[config.mk]
export PLATFORM = sky130hd
export DESIGN_NAME = mult_div_unit
export DESIGN_NICKNAME = d
export VERILOG_FILES = /design/src/rtl/mult_div_unit.sv
export SDC_FILE = /design/constraint.sdc
export NUM_CORES = 1
export LEC_CHECK = 0
export ABC_AREA = 0
export BUFFER_PORTS_ARGS = -buffer_cell sky130_fd_sc_hd__buf_4
export CAP_MARGIN = 10
export CORE_UTILIZATION = 30
export CTS_CLUSTER_DIAMETER = 100
export DETAILED_ROUTE_END_ITERATION = 8
export GPL_TIMING_DRIVEN = 0
export PLACE_DENSITY = 0.45
export SETUP_SLACK_MARGIN = 0.5
export SLEW_MARGIN = 20
export SYNTH_ARGS = -nofsm -noshare
export SYNTH_HDL_FRONTEND = slang
export SYNTH_SLANG_ARGS = --single-unit
[constraint.sdc]
create_clock -name clk -period 10.5 [get_ports clk]
set_input_delay 2.1 -clock clk [delete_from_list [all_inputs] [get_ports clk]]
set_output_delay 2.1 -clock clk [all_outputs]
set_load 0.05 [all_outputs]
[src/rtl/mult_div_unit.sv]
// mult_div_unit
//   Iterative multiply/divide unit for the MIPS datapath. Executes MULT,
//   MULTU, DIV and DIVU over WIDTH+1 cycles and writes the HI/LO registers
//   that MFHI/MFLO read. The pipeline stalls while Busy is high.
//   WIDTH must be even and at least 4.
//
// Ports
//   clk           system clock, rising edge
//   reset         asynchronous reset, active low
//   Start         request pulse, sampled only while Busy=0
//   MDUOperation  00 MULT, 01 MULTU, 10 DIV, 11 DIVU
//   A             multiplicand / dividend (rs)
//   B             multiplier / divisor (rt)
//   Busy          operation in progress
//   Done          one-cycle pulse, HI/LO valid in the same cycle
//   DivByZero     qualifies Done for a divide with B==0
//   HI            product upper half, or remainder
//   LO            product lower half, or quotient
//
// state  | meaning
// IDLE   | waiting for Start, HI/LO hold the last result
// CALC   | one multiply/divide iteration per edge, WIDTH edges
// FINISH | sign correction, HI/LO write, Done pulse

module mult_div_unit #(
  parameter int WIDTH = 32
) (
  input  logic             clk,
  input  logic             reset,
  input  logic             Start,
  input  logic [1:0]       MDUOperation,
  input  logic [WIDTH-1:0] A,
  input  logic [WIDTH-1:0] B,
  output logic             Busy,
  output logic             Done,
  output logic             DivByZero,
  output logic [WIDTH-1:0] HI,
  output logic [WIDTH-1:0] LO
);

  localparam int CW = $clog2(WIDTH);
  localparam logic [CW-1:0] LAST = CW'(WIDTH - 1);

  typedef enum logic [1:0] {
    IDLE   = 2'd0,
    CALC   = 2'd1,
    FINISH = 2'd2
  } state_t;

  state_t state, state_nxt;

  // Operand magnitude that stays fixed: |A| for multiply, |B| for divide.
  logic [WIDTH-1:0]   opnd;
  // Multiply: {partial product, remaining multiplier bits}.
  // Divide:   {partial remainder, remaining dividend bits / quotient bits}.
  logic [2*WIDTH-1:0] acc;
  logic [CW-1:0]      count;
  logic               is_div;
  logic               div_zero;
  logic               neg_q;
  logic               neg_r;

  logic               accept;
  logic               calc_en;
  logic               finish_en;

  logic               signed_in;
  logic               div_in;
  logic               a_neg_in;
  logic               b_neg_in;
  logic [WIDTH-1:0]   a_mag_in;
  logic [WIDTH-1:0]   b_mag_in;
  logic               div_zero_in;

  logic [WIDTH:0]     mul_sum;
  logic [2*WIDTH-1:0] mul_step;
  logic [WIDTH:0]     div_rem_sh;
  logic [WIDTH:0]     div_diff;
  logic [2*WIDTH-1:0] div_step;
  logic [2*WIDTH-1:0] fin_prod;
  logic [WIDTH-1:0]   fin_hi;
  logic [WIDTH-1:0]   fin_lo;

  always_comb begin
    signed_in   = ~MDUOperation[0];
    div_in      = MDUOperation[1];
    a_neg_in    = signed_in & A[WIDTH-1];
    b_neg_in    = signed_in & B[WIDTH-1];
    a_mag_in    = a_neg_in ? -A : A;
    b_mag_in    = b_neg_in ? -B : B;
    div_zero_in = div_in & (B == '0);
  end

  // State register
  always_ff @(posedge clk or negedge reset) begin
    if (!reset) state <= IDLE;
    else        state <= state_nxt;
  end

  // Next-state logic
  always_comb begin
    state_nxt = state;
    case (state)
      IDLE: begin
        if (Start) state_nxt = div_zero_in ? FINISH : CALC;
      end
      CALC: begin
        if (count == LAST) state_nxt = FINISH;
      end
      FINISH:  state_nxt = IDLE;
      default: state_nxt = IDLE;
    endcase
  end

  // FSM outputs
  always_comb begin
    Busy      = (state != IDLE);
    accept    = (state == IDLE) & Start;
    calc_en   = (state == CALC);
    finish_en = (state == FINISH);
  end

  // One iteration of shift-add multiply and restoring divide
  always_comb begin
    // The add can carry out of the upper half; the carry becomes the new MSB
    // after the right shift.
    mul_sum    = {1'b0, acc[2*WIDTH-1:WIDTH]} + {1'b0, (acc[0] ? opnd : '0)};
    mul_step   = {mul_sum, acc[WIDTH-1:1]};
    // Shifted remainder needs one extra bit before the trial subtract.
    div_rem_sh = {acc[2*WIDTH-1:WIDTH], acc[WIDTH-1]};
    div_diff   = div_rem_sh - {1'b0, opnd};
    if (div_diff[WIDTH])
      div_step = {div_rem_sh[WIDTH-1:0], acc[WIDTH-2:0], 1'b0};
    else
      div_step = {div_diff[WIDTH-1:0], acc[WIDTH-2:0], 1'b1};
  end

  // Final sign correction
  always_comb begin
    fin_prod = neg_q ? -acc : acc;
    fin_hi   = fin_prod[2*WIDTH-1:WIDTH];
    fin_lo   = fin_prod[WIDTH-1:0];
    if (div_zero) begin
      fin_hi = acc[2*WIDTH-1:WIDTH];
      fin_lo = acc[WIDTH-1:0];
    end else if (is_div) begin
      fin_hi = neg_r ? -acc[2*WIDTH-1:WIDTH] : acc[2*WIDTH-1:WIDTH];
      fin_lo = neg_q ? -acc[WIDTH-1:0] : acc[WIDTH-1:0];
    end
  end

  always_ff @(posedge clk or negedge reset) begin
    if (!reset) begin
      opnd      <= '0;
      acc       <= '0;
      count     <= '0;
      is_div    <= 1'b0;
      div_zero  <= 1'b0;
      neg_q     <= 1'b0;
      neg_r     <= 1'b0;
      Done      <= 1'b0;
      DivByZero <= 1'b0;
      HI        <= '0;
      LO        <= '0;
    end else begin
      Done      <= 1'b0;
      DivByZero <= 1'b0;
      if (accept) begin
        count    <= '0;
        is_div   <= div_in;
        div_zero <= div_zero_in;
        neg_q    <= a_neg_in ^ b_neg_in;
        neg_r    <= div_in & a_neg_in;
        if (div_zero_in) begin
          // Divide by zero returns the raw dividend in HI and all ones in LO.
          opnd <= b_mag_in;
          acc  <= {A, {WIDTH{1'b1}}};
        end else if (div_in) begin
          opnd <= b_mag_in;
          acc  <= {{WIDTH{1'b0}}, a_mag_in};
        end else begin
          opnd <= a_mag_in;
          acc  <= {{WIDTH{1'b0}}, b_mag_in};
        end
      end else if (calc_en) begin
        count <= count + CW'(1);
        acc   <= is_div ? div_step : mul_step;
      end else if (finish_en) begin
        Done      <= 1'b1;
        DivByZero <= div_zero;
        HI        <= fin_hi;
        LO        <= fin_lo;
      end
    end
  end

endmodule

==> results of run 1 <==
[critical path, cell delays in order]
cell and delay (ns):
buf_4 0.13, nor3_1 0.24, nand2b_1 0.15, nor4_1 0.64, nand3_1 0.38, nor3_2 0.70
clkbuf_1 0.69, a22oi_1 0.15, o211ai_1 0.20
[registers in the layout (all words and copies together), names as in the netlist]
name	cells
acc	64
neg_q	1
state	2
LO	32
is_div	1
Done	1
HI	32
div_zero	1
count	5
neg_r	1
DivByZero	1
opnd	32
[power by group]
part           switching [mW]  internal (mW)
sequential              0.383          0.906
combinational            2.66           1.55
clock                   0.325          0.393
total                    3.36           2.85
[cell families (layout without fill, tap and decap cells)]
logic type | after synthesis | count (layout) | share of synthesized area, %
mux | 52 | 52 | 3.47
simple gates | 661 | 661 | 20.4
compound gates | 654 | 654 | 26.2
xor+xnor | 167 | 167 | 9.75
fa+ha+maj | 72 | 72 | 6.11
buf+inv | 182 | 350 | 5.20
flops | 173 | 173 | 28.9
[layout by cell type, fill, tap and decap left out, types with 18 or more instances in the layout]
master	synthesis	layout
o21ai_0	237	237
nand2_1	211	211
nor2_1	210	209
dfrtp_1	173	173
a21oi_1	171	171
buf_4	2	135
xnor2_1	95	95
clkbuf_1	87	87
xor2_1	72	72
ha_1	70	70
inv_1	66	66
mux2i_1	52	52
nor3_1	45	45
nand3_1	44	44
a211oi_1	39	39
a21o_1	34	34
a31oi_1	23	23
nor4_1	22	22
nand4_1	20	20
o211ai_1	20	20
nand2b_1	19	19
clkbuf_16	1	18
[layer usage]
metal	global-route usage [%]	vias to the layer above	share of wire [%]
li1	-	7359	-
met1	35.3	7585	44
met2	41.6	616	44
met3	4.87	128	6.6
met4	12.9	0	4.5
met5	0	-	0
[worst paths after layout]
path / start / end / slack [ns] / depth (start not counted)
worst max register to register: acc[32] / acc[62] / 5.69 / 12
min in group asynchronous: reset / opnd[12] / 1.57 / 2
max in group asynchronous: reset / HI[24] / 8.10 / 3
worst min-delay path: LO[0] / LO[0] / 0.48 / 2
worst min register to register: LO[0] / LO[0] / 0.48 / 2
worst max-delay path: B[17] / acc[56] / 5.52 / 9
[through the flow]
| step | utilization, % | power [mW] |
|---|---|---|
| 3_3_place_gp | 34.3 | 5.43 |
| 2_1_floorplan | - | 4.06 |
| 6_report | 35.7 | 6.21 |
| 5_1_grt | 35.7 | 6.66 |
| 3_5_place_dp | 34.4 | 5.43 |
| 4_1_cts | 35.7 | 6.17 |
[cell usage after synthesis, drive strengths merged (16+ instances only)]
library cell / number / area (um2)
or3: 16 / 100
a31oi: 23 / 144
mux2i: 52 / 521
a21o: 34 / 255
nor4: 23 / 159
o21ai: 246 / 1240
nand2b: 20 / 128
nand2: 212 / 798
nor2b: 17 / 106
nand3: 45 / 230
xor2: 72 / 631
nor2: 211 / 795
dfrtp: 173 / 4330
nor3: 48 / 255
inv: 67 / 251
nand4: 20 / 125
o31ai: 16 / 120
o211ai: 20 / 150
clkbuf: 90 / 379
a21oi: 171 / 856
xnor2: 95 / 832
buf: 23 / 129
ha: 70 / 876
a211oi: 39 / 293
[cell type report]
type	instances	area (um2)	share of cell area, %
multi-input combinational	1606	9890	56.4
clock inverter	13	174	0.992
buffer	115	529	3.02
inverter	67	251	1.43
tap	664	831	4.74
clock buffer	19	453	2.58
timing repair buffer	136	1070	6.10
sequential	173	4330	24.7
==> summary.md, run 1 <==
| Metric | Value |
|---|---|
| Status | complete, no violations |
| Rel. slew slack | 26.5% |
| Nets | 2,257 |
| Die H | 226 um |
| Post-cts gate resize count | 0 |
| Cell row count | 81 |
| VDD IR max | 0.156 mV |
| DRT antenna net count | 0 |
| Worst hold margin | 0.478 ns |
| Inst Count DP | 2,761 |
| EDFF count, synth | 0 |
| Drc violations | 0 |
| Post-DP Area | 0.0169 mm2 |
| Maximum root-to-sink buffer count | 2 |
| Sequential area share after synthesis | 28.9% |
| Final Skew | 0.0209 ns |
| CTS buffer count | 17 |
| Req. time, crit path | 10.90 ns |
| RePlAce Congestion | 0.939 |
| DR pass1 iterations | 5 |
| Ant. Diodes | 0 |
| Clock sink count | 173 |
| Final slew viol count | 0 |
| I/O pin cnt | 136 |
| Vias in the first global route | 15,300 |
| Gr ovfl total | 0 |
| Share of cells above drive strength 1 | 9.72% |
| # Max-Cap Violations | 0 |
| Final instance area | 0.0175 mm2 |
| Fin worst setup slack | 5.52 ns |
| Worst-path clk slew | 0.08 ns |
| Core area | 0.0492 mm2 |
| Minimum clock period | 4.98 ns |
| DRT iter0 DRCs | 1,357 |
| CTS H-tree depth | 4 |
| Average wire per standard cell | 23.9 um |
| Initial core utilization | 30.5% |
| Largest net degree at the start of global routing | 89 |
| Setup tns final | 0 ns |
| Top FF cell, synth | dfrtp_1 |
| Hold_buf cts | 0 |
| Power Dens Cells | 354 mW/mm2 |
| Register bit count reported by yosys | 173 |
| Via count | 15,700 |
| Worst slew pin tran | 1.09 ns |
| Setup Buffers After CTS | 0 |
| Layout area overhead | 16.9% |
| Mean Syn Cell Area | 7.65 um2 |
| First-pass GRT wire length | 98.5 mm |
| Routed vias/inst | 5.62 |
| YS warnings | 0 |
| Final setup viols | 0 |
| Worst-Skew Late Latency | 0.51 ns |
| Element type at the critical path end | flop |
| Kind of critical path | primary input to flop |
| Yosys cell types | 82 |
| Die Wd | 226 um |
| Static leakage power | 7.47 nW |
| Min-delay worst type | flop to flop |
| Layout Cells excl Fill | 2,793 |
| Startpoint Class | primary input |
| Syn nets | 2,102 |
| Share of flip-flops with an asynchronous set or reset | 100% |
| Pre-CTS WS | 5.14 ns |
| CTS tree | yes |
| RSZ-0062 raised after global routing | false |
| Fillers | 5,326 |
| Fin crit share | 47.4% |
| Largest fanout on the critical path | 10 |
| Initial antenna violation count | 1 |
| Fin. Hold Viols | 0 |
| Worst path arrival time | 5.38 ns |
| Root Buffer | clkbuf_16 |
| Max Fclk | 0.201 GHz |
| DIE AREA | 0.0509 mm2 |
| Post-synthesis cell count | 1,961 |
| GRT Overall Usage | 26.6% |
| Dpl hpwl | 53.3 mm |
| Routed WL | 66.9 mm |
| Port Buffers | 134 |
| Post-synthesis cell area | 0.0150 mm2 |
No activity file was read; power rests on OpenSTA's default activity.
==> run 2, diff against run 1 <==
ABC_AREA = 1   (was 0)
PLACE_DENSITY = 0.46   (was 0.45)
clock period = 4.2 ns   (was 10.5 ns; I/O delays follow)
==> run 2 against run 1 <==
Against the previous run: combinational power increased to 3.7 times the previous value; via count up 28%; register-to-register slack got worse by 5.0 ns; critical path depth unchanged; power rose to 3.4 times the previous value; largest power group unchanged.
==> summary.md, run 2 <==
| Metric | Value |
|---|---|
| Status | complete, no violations (unchanged) |
| Power Dens Cells | 1060 mW/mm2 (was 354 mW/mm2) |
| Share of flip-flops with an asynchronous set or reset | 100% (unchanged) |
| Port Buffers | 135 (was 134) |
| Final Skew | 0.0177 ns (was 0.0209 ns) |
| Worst slew pin tran | 0.988 ns (was 1.09 ns) |
| Ant. Diodes | 0 (unchanged) |
| Worst reg-to-reg setup slack | 0.69 ns (was 5.69 ns) |
| Slowest-stage cell, CP | a21oi_1 (was nor3_2) |
| Gr ovfl total | 0 (unchanged) |
| Initial core utilization | 30.6% (was 30.5%) |
| Worst-Skew Late Latency | 0.50 ns (was 0.51 ns) |
| Reg with most FFs | acc (unchanged) |
| CP peak stage delay | 0.53 ns (was 0.70 ns) |
| Sequential area share after synthesis | 24.9% (was 28.9%) |
| Commonest non-fill, non-tap cells in the layout | nand2_1, inv_1, nor2_1, nand3_1, dfrtp_1 (was o21ai_0, nand2_1, nor2_1, dfrtp_1, a21oi_1) |
| Synth area leader | dfrtp_1 (unchanged) |
| Clock sink count | 173 (unchanged) |
| Largest fanout on the critical path | 10 (unchanged) |
| EDFF count, synth | 0 (unchanged) |
| VDD IR max | 0.557 mV (was 0.156 mV) |
| Register bit count reported by yosys | 173 (unchanged) |
| Req. time, crit path | 4.63 ns (was 10.90 ns) |
| Cell Chain, Critical Path | nor2_1 -> nand2_1 -> inv_1 -> buf_2 -> nor2_2 -> clkbuf_1 -> a21oi_1 -> o21ai_0 -> nand2_1 (was buf_4 -> nor3_1 -> nand2b_1 -> nor4_1 -> nand3_1 -> nor3_2 -> clkbuf_1 -> a22oi_1 -> o211ai_1) |
| Cell row count | 87 (was 81) |
| Routed WL | 91.0 mm (was 66.9 mm) |
| Syn nets | 2,991 (was 2,102) |
| Startpoint Class | flop (was primary input) |
| Most used cell along the critical path | nand2_1 |
| Setup Buffers After CTS | 0 (unchanged) |
| Setup tns final | 0 ns (unchanged) |
| I/O pin cnt | 136 (unchanged) |
| Share of cells above drive strength 1 | 8.98% (was 9.72%) |
| RePlAce Congestion | 0.985 (was 0.939) |
| First-pass GRT wire length | 132 mm (was 98.5 mm) |
| Critical path buffers and inverters | 3 (was 2) |
| Dpl hpwl | 76.7 mm (was 53.3 mm) |
| Vias in the first global route | 19,100 (was 15,300) |
| CP delay by family, top | buffers and inverters (was simple AND/OR/NAND/NOR gates) |
| Core area | 0.0568 mm2 (was 0.0492 mm2) |
| DIE AREA | 0.0588 mm2 (was 0.0509 mm2) |
| Share of the synthesized area in the top cell type | 24.9% (was 28.9%) |
| Yosys cell types | 56 (was 82) |
| Mean Syn Cell Area | 6.09 um2 (was 7.65 um2) |
| YS warnings | 0 (unchanged) |
| Rel. slew slack | 34.1% (was 26.5%) |
| RR Startpoint | state[1] (was acc[32]) |
| Worst path arrival time | 3.94 ns (was 5.38 ns) |
| CTS H-tree depth | 4 (unchanged) |
| Initial antenna violation count | 0 (was 1) |
| Commonest non-fill, non-tap cell in the layout | nand2_1 (was o21ai_0) |
| Layout area overhead | 15.2% (was 16.9%) |
| Min-delay worst type | primary input to asynchronous set/reset pin (was flop to flop) |
| Post-synthesis cell area | 0.0174 mm2 (was 0.0150 mm2) |
| Routed vias/inst | 5.34 (was 5.62) |
| Fillers | 6,409 (was 5,326) |
| Post-DP Area | 0.0194 mm2 (was 0.0169 mm2) |
| CTS buffer count | 17 (unchanged) |
| Drc violations | 0 (unchanged) |
| Max Fclk | 0.285 GHz |
| Root Buffer | clkbuf_16 (unchanged) |
| Via count | 20,100 (was 15,700) |
| Most common cell in the netlist | nand2_1 (was o21ai_0) |
| # Max-Cap Violations | 0 (unchanged) |
| Die H | 243 um (was 226 um) |
| Worst setup path start | state[1] (was B[17]) |
| Post-synthesis cell count | 2,850 (was 1,961) |
| DRT antenna net count | 0 (unchanged) |
| Final setup viols | 0 (unchanged) |
| GRT Overall Usage | 30.6% (was 26.6%) |
| Final instance area | 0.0200 mm2 (was 0.0175 mm2) |
| Worst-path clk slew | 0.09 ns (was 0.08 ns) |
| Average wire per standard cell | 24.1 um (was 23.9 um) |
| Kind of critical path | flop to flop (was primary input to flop) |
| Nets | 3,147 (was 2,257) |
| Top FF cell, synth | dfrtp_1 (unchanged) |
| RSZ-0062 raised after global routing | false (unchanged) |
| Final slew viol count | 0 (unchanged) |
| Synth cell count leaders | nand2_1, inv_1, nor2_1 (was o21ai_0, nand2_1, nor2_1) |
| Minimum clock period | 3.51 ns |
| CTS tree | yes (unchanged) |
| DR pass1 iterations | 6 (was 5) |
| Maximum root-to-sink buffer count | 2 (unchanged) |
| Max reg flops | 64 (unchanged) |
| DRT iter0 DRCs | 2,096 (was 1,357) |
| Fin. Hold Viols | 0 (unchanged) |
| Element type at the critical path end | flop (unchanged) |
| Static leakage power | 10.2 nW (was 7.47 nW) |
| Largest cells by area after synthesis | dfrtp_1, nand2_1, inv_1 (was dfrtp_1, o21ai_0, ha_1) |
| Die Wd | 243 um (was 226 um) |
| Largest net degree at the start of global routing | 85 (was 89) |
| Fin crit share | 83.6% |
-- run 2: changes by cell type after synthesis, moves of 37 or more --
cell      before  now
nand2_1      211  850
mux2i_1       52    0
o21ai_0      237  158
a211oi_1      39    2
inv_1         66  405
nor2_1       210  307
xnor2_1       95   16
nand3_1       44  244
-- run 2: metrics by stage --
stage | hold slack [ns] | cells | utilization (%) | power (mW) | setup WS (ns)
after floorplan | 0.471 | 2850 | - | 13.5 | 1.65
after global placement | 0.466 | 3741 | 34.0 | 19.2 | 0.438
after detailed placement | 0.469 | 3743 | 34.1 | 19.2 | 0.449
after CTS | 0.181 | 3775 | 35.2 | 21.0 | 0.639
after global routing | 0.202 | 3775 | 35.2 | 22.7 | 0.587
final | 0.194 | 3775 | 35.2 | 21.3 | 0.687
-- run 2: logic make-up after synthesis --
kind of cell,count (synthesis),synth area share (%)
adders and majority gates,72,5.28
and+or+nand+nor,1539,37.6
xor gates and xnor gates,98,4.94
AOI/OAI and AO/OA,465,15.7
DFF,173,24.9
buffers and inverters,503,11.5
-- run 2: worst paths after layout --
kind | end | cells past startpoint
worst max-delay path | acc[31] | 9
worst min-delay path | opnd[24] | 1
worst max register to register | acc[31] | 9
worst min register to register | HI[15] | 2
max in group asynchronous | HI[15] | 2
min in group clk | HI[15] | 2
-- run 2: worst reg2reg max path, cell delays in order (launching register included) --
cell	delay (ns)
dfrtp_1	0.40
nor2_1	0.26
nand2_1	0.35
inv_1	0.35
buf_2	0.40
nor2_2	0.16
clkbuf_1	0.46
a21oi_1	0.53
o21ai_0	0.39
nand2_1	0.14
-- run 2: area by class of cell --
type | instances | area (um2) | share of cell area, %
Inverter | 418 | 1570 | 7.85
Sequential cell | 173 | 4330 | 21.7
Timing Repair Buffer | 137 | 1080 | 5.38
Clock inverter | 14 | 166 | 0.832
Buffer | 85 | 419 | 2.10
Tap cell | 756 | 946 | 4.73
Multi-Input combinational cell | 2174 | 11000 | 55.3
Clock buffer | 18 | 439 | 2.20
-- run 2: power by group --
group / internal (mW) / leakage [nW] / total [mW] / switching (mW)
Clock: 0.815 / 0.291 / 1.70 / 0.887
Sequential: 2.51 / 2.09 / 3.90 / 1.39
Combinational: 4.68 / 7.84 / 15.7 / 11.0
-- run 2: what timing repair did --
item                       in CTS  in global routing
hold buffers                    0                  0
setup endpoints to repair       0                  4
resized for setup               0                  4
-- run 2: layer usage --
metal / part of all wire [%] / global-route usage [%] / wire, um / vias to the layer above
li1: - / - / - / 9513
met1: 45 / 42.3 / 41400 / 9666
met2: 45 / 49.0 / 41000 / 846
met3: 6.4 / 4.08 / 5810 / 118
met4: 3.1 / 9.88 / 2830 / 0
met5: 0 / 0 / 0 / -
==> run 3, diff against run 2 <==
clock period = 2.8 ns   (was 4.2 ns; I/O delays follow)
==> run 3 against run 2 <==
Against the previous run: design area increased by 18%; via count increased by 2.3%; count of clock-buffer cells in the layout did not move; critical path depth increased by 11; hold slack better by 0.18 ns; clock skew decreased by 0.00083 ns; critical path type unchanged; critical endpoint is now acc[57].
==> summary.md, run 3 (same netlist as run 2, synthesis figures left out) <==
| Metric | Value |
|---|---|
| DIE AREA | 0.0588 mm2 (unchanged) |
| FF-to-FF End | acc[57] (was acc[31]) |
| Worst hold path depth | 3 |
| Max Fclk | 0.374 GHz (was 0.285 GHz) |
| Gr ovfl total | 0 (unchanged) |
| Initial core utilization | 30.6% (unchanged) |
| Worst slew pin tran | 0.786 ns (was 0.988 ns) |
| Clock sink count | 173 (unchanged) |
| Final Skew | 0.0169 ns (was 0.0177 ns) |
| Initial antenna violation count | 3 (was 0) |
| DRT antenna net count | 0 (unchanged) |
| Fin crit share | 95.4% (was 83.6%) |
| Fin worst setup slack | 0.128 ns (was 0.687 ns) |
| Commonest non-fill, non-tap cell in the layout | nand2_1 (unchanged) |
| DR pass1 iterations | 5 (was 6) |
| Nets | 3,285 (was 3,147) |
| Worst path arrival time | 3.06 ns (was 3.94 ns) |
| RSZ-0062 raised after global routing | true (was false) |
| Reg with most FFs | acc (unchanged) |
| Port Buffers | 135 (unchanged) |
| Minimum clock period | 2.67 ns (was 3.51 ns) |
| Final slew viol count | 0 (unchanged) |
| GRT Overall Usage | 32.2% (was 30.6%) |
| Pre-CTS WS | -0.625 ns (was 0.449 ns) |
| Min-delay worst type | primary input to flop (was primary input to asynchronous set/reset pin) |
| First-pass GRT wire length | 137 mm (was 132 mm) |
| RR Startpoint | acc[31] (was state[1]) |
| Layout area overhead | 35.6% (was 15.2%) |
| Startpoint Class | flop (unchanged) |
| Root Buffer | clkbuf_16 (unchanged) |
| Hold Startpoint | A[0] |
| Cell Chain, Critical Path | clkbuf_8 -> inv_4 -> ha_4 -> fa_2 -> inv_2 -> nand3_2 -> nand2_4 -> nand2_4 -> nand2_4 -> nand2_4 -> nand2_4 -> nand2_8 -> nand3_4 -> nand2_8 -> buf_12 -> buf_16 -> a21oi_4 -> nor2_1 -> nor2_1 -> nor2_1 (was nor2_1 -> nand2_1 -> inv_1 -> buf_2 -> nor2_2 -> clkbuf_1 -> a21oi_1 -> o21ai_0 -> nand2_1) |
| Via count | 20,600 (was 20,100) |
| Average wire per standard cell | 24.3 um (was 24.1 um) |
| Req. time, crit path | 3.19 ns (was 4.63 ns) |
| Share of cells above drive strength 1 | 26.9% (was 8.98%) |
| CTS buffer count | 17 (unchanged) |
| Worst-path clk slew | 0.08 ns (was 0.09 ns) |
| Vias in the first global route | 20,000 (was 19,100) |
| Rel. slew slack | 47.6% (was 34.1%) |
| Drc violations | 0 (unchanged) |
| Worst reg-to-reg setup slack | 0.13 ns (was 0.69 ns) |
| Commonest non-fill, non-tap cells in the layout | nand2_1, inv_1, nor2_1, buf_4, nand3_1 (was nand2_1, inv_1, nor2_1, nand3_1, dfrtp_1) |
| I/O pin cnt | 136 (unchanged) |
| Die H | 243 um (unchanged) |
| CP delay by family, top | simple AND/OR/NAND/NOR gates (was buffers and inverters) |
| CTS tree | yes (unchanged) |
| Element type at the critical path end | flop (unchanged) |
| Most used cell along the critical path | nand2_4 (was nand2_1) |
| Fin. Hold Viols | 0 (unchanged) |
| RePlAce Congestion | 0.991 (was 0.985) |
| Max reg flops | 64 (unchanged) |
| Cell row count | 87 (unchanged) |
| Routed vias/inst | 5.27 (was 5.34) |
| Largest net degree at the start of global routing | 83 (was 85) |
| Slowest-stage cell, CP | fa_2 (was a21oi_1) |
| Core area | 0.0568 mm2 (unchanged) |
| Status | complete, no violations (unchanged) |
| DRT iter0 DRCs | 1,809 (was 2,096) |
| CP peak stage delay | 0.40 ns (was 0.53 ns) |
| Maximum root-to-sink buffer count | 2 (unchanged) |
| # Max-Cap Violations | 0 (unchanged) |
| Routed WL | 95.2 mm (was 91.0 mm) |
| Worst setup path start | acc[31] (was state[1]) |
| Largest fanout on the critical path | 6 (was 10) |
| Kind of critical path | flop to flop (unchanged) |
| Min-Delay Endpoint | acc[0] |
| Critical path buffers and inverters | 5 (was 3) |
| Final setup viols | 0 (unchanged) |
| CTS H-tree depth | 4 (unchanged) |
| Ant. Diodes | 0 (unchanged) |
| Die Wd | 243 um (unchanged) |
| Dpl hpwl | 77.1 mm (was 76.7 mm) |
| Worst-Skew Late Latency | 0.51 ns (was 0.50 ns) |
| Worst r2r path cells | 20 (was 9) |
run 3: worst min-delay path: stages:
cell and delay, ns:
buf_4 0.12, a21oi_1 0.09, nand3_1 0.08
run 3: worst max path at each step:
| stage | slack, ns | cells after the start | end |
|---|---|---|---|
| after global routing | 0.03 | 20 | acc[57] |
| after CTS | 0.17 | 21 | acc[60] |
| after floorplan | 0.50 | 20 | acc[41] |
| after global placement | -0.63 | 16 | acc[29] |
| final | 0.13 | 20 | acc[57] |
| after detailed placement | -0.62 | 9 | acc[31] |
run 3: repair_timing:
action | in CTS | in global routing
endpoints found under the setup margin | 159 | 108
gates resized for setup | 399 | 230
hold buffers | 1 | 0
cloned | 2 | 1
hold endpoints to repair | 41 | 0
pin swaps | 75 | 89
setup buffers | 91 | 43
run 3: final cells by class:
class,instances,area (um2)
tap,756,946
clock buffer,18,429
multi-input combinational,2174,13100
inverter,418,1620
timing repair buffer,275,2290
fill,6196,33300
sequential,173,4390
buffer,85,541
clock inverter,14,191
run 3: layer usage:
metal / wire [um] / global-route usage, %
met5: 16 / 0
met4: 4070 / 11.4
met3: 5990 / 4.70
met2: 42000 / 50.9
met1: 43100 / 44.3
run 3: stage by stage:
step / instances / setup TNS [ns] / hold slack (ns) / utilization, % / instance area (um2)
after floorplan: 2850 / 0 / 0.264 / - / 17400
after global placement: 3741 / -41.49 / 0.466 / 34.1 / 19400
after detailed placement: 3743 / -21.26 / 0.469 / 34.2 / 19400
after CTS: 3869 / 0 / 0.352 / 39.2 / 22300
after global routing: 3913 / 0 / 0.368 / 41.4 / 23500
final: 3913 / 0 / 0.376 / 41.4 / 23500
Power of run 3 is not shown: default switching activity piles up to over one toggle a cycle in this logic, so the estimate is an artifact.
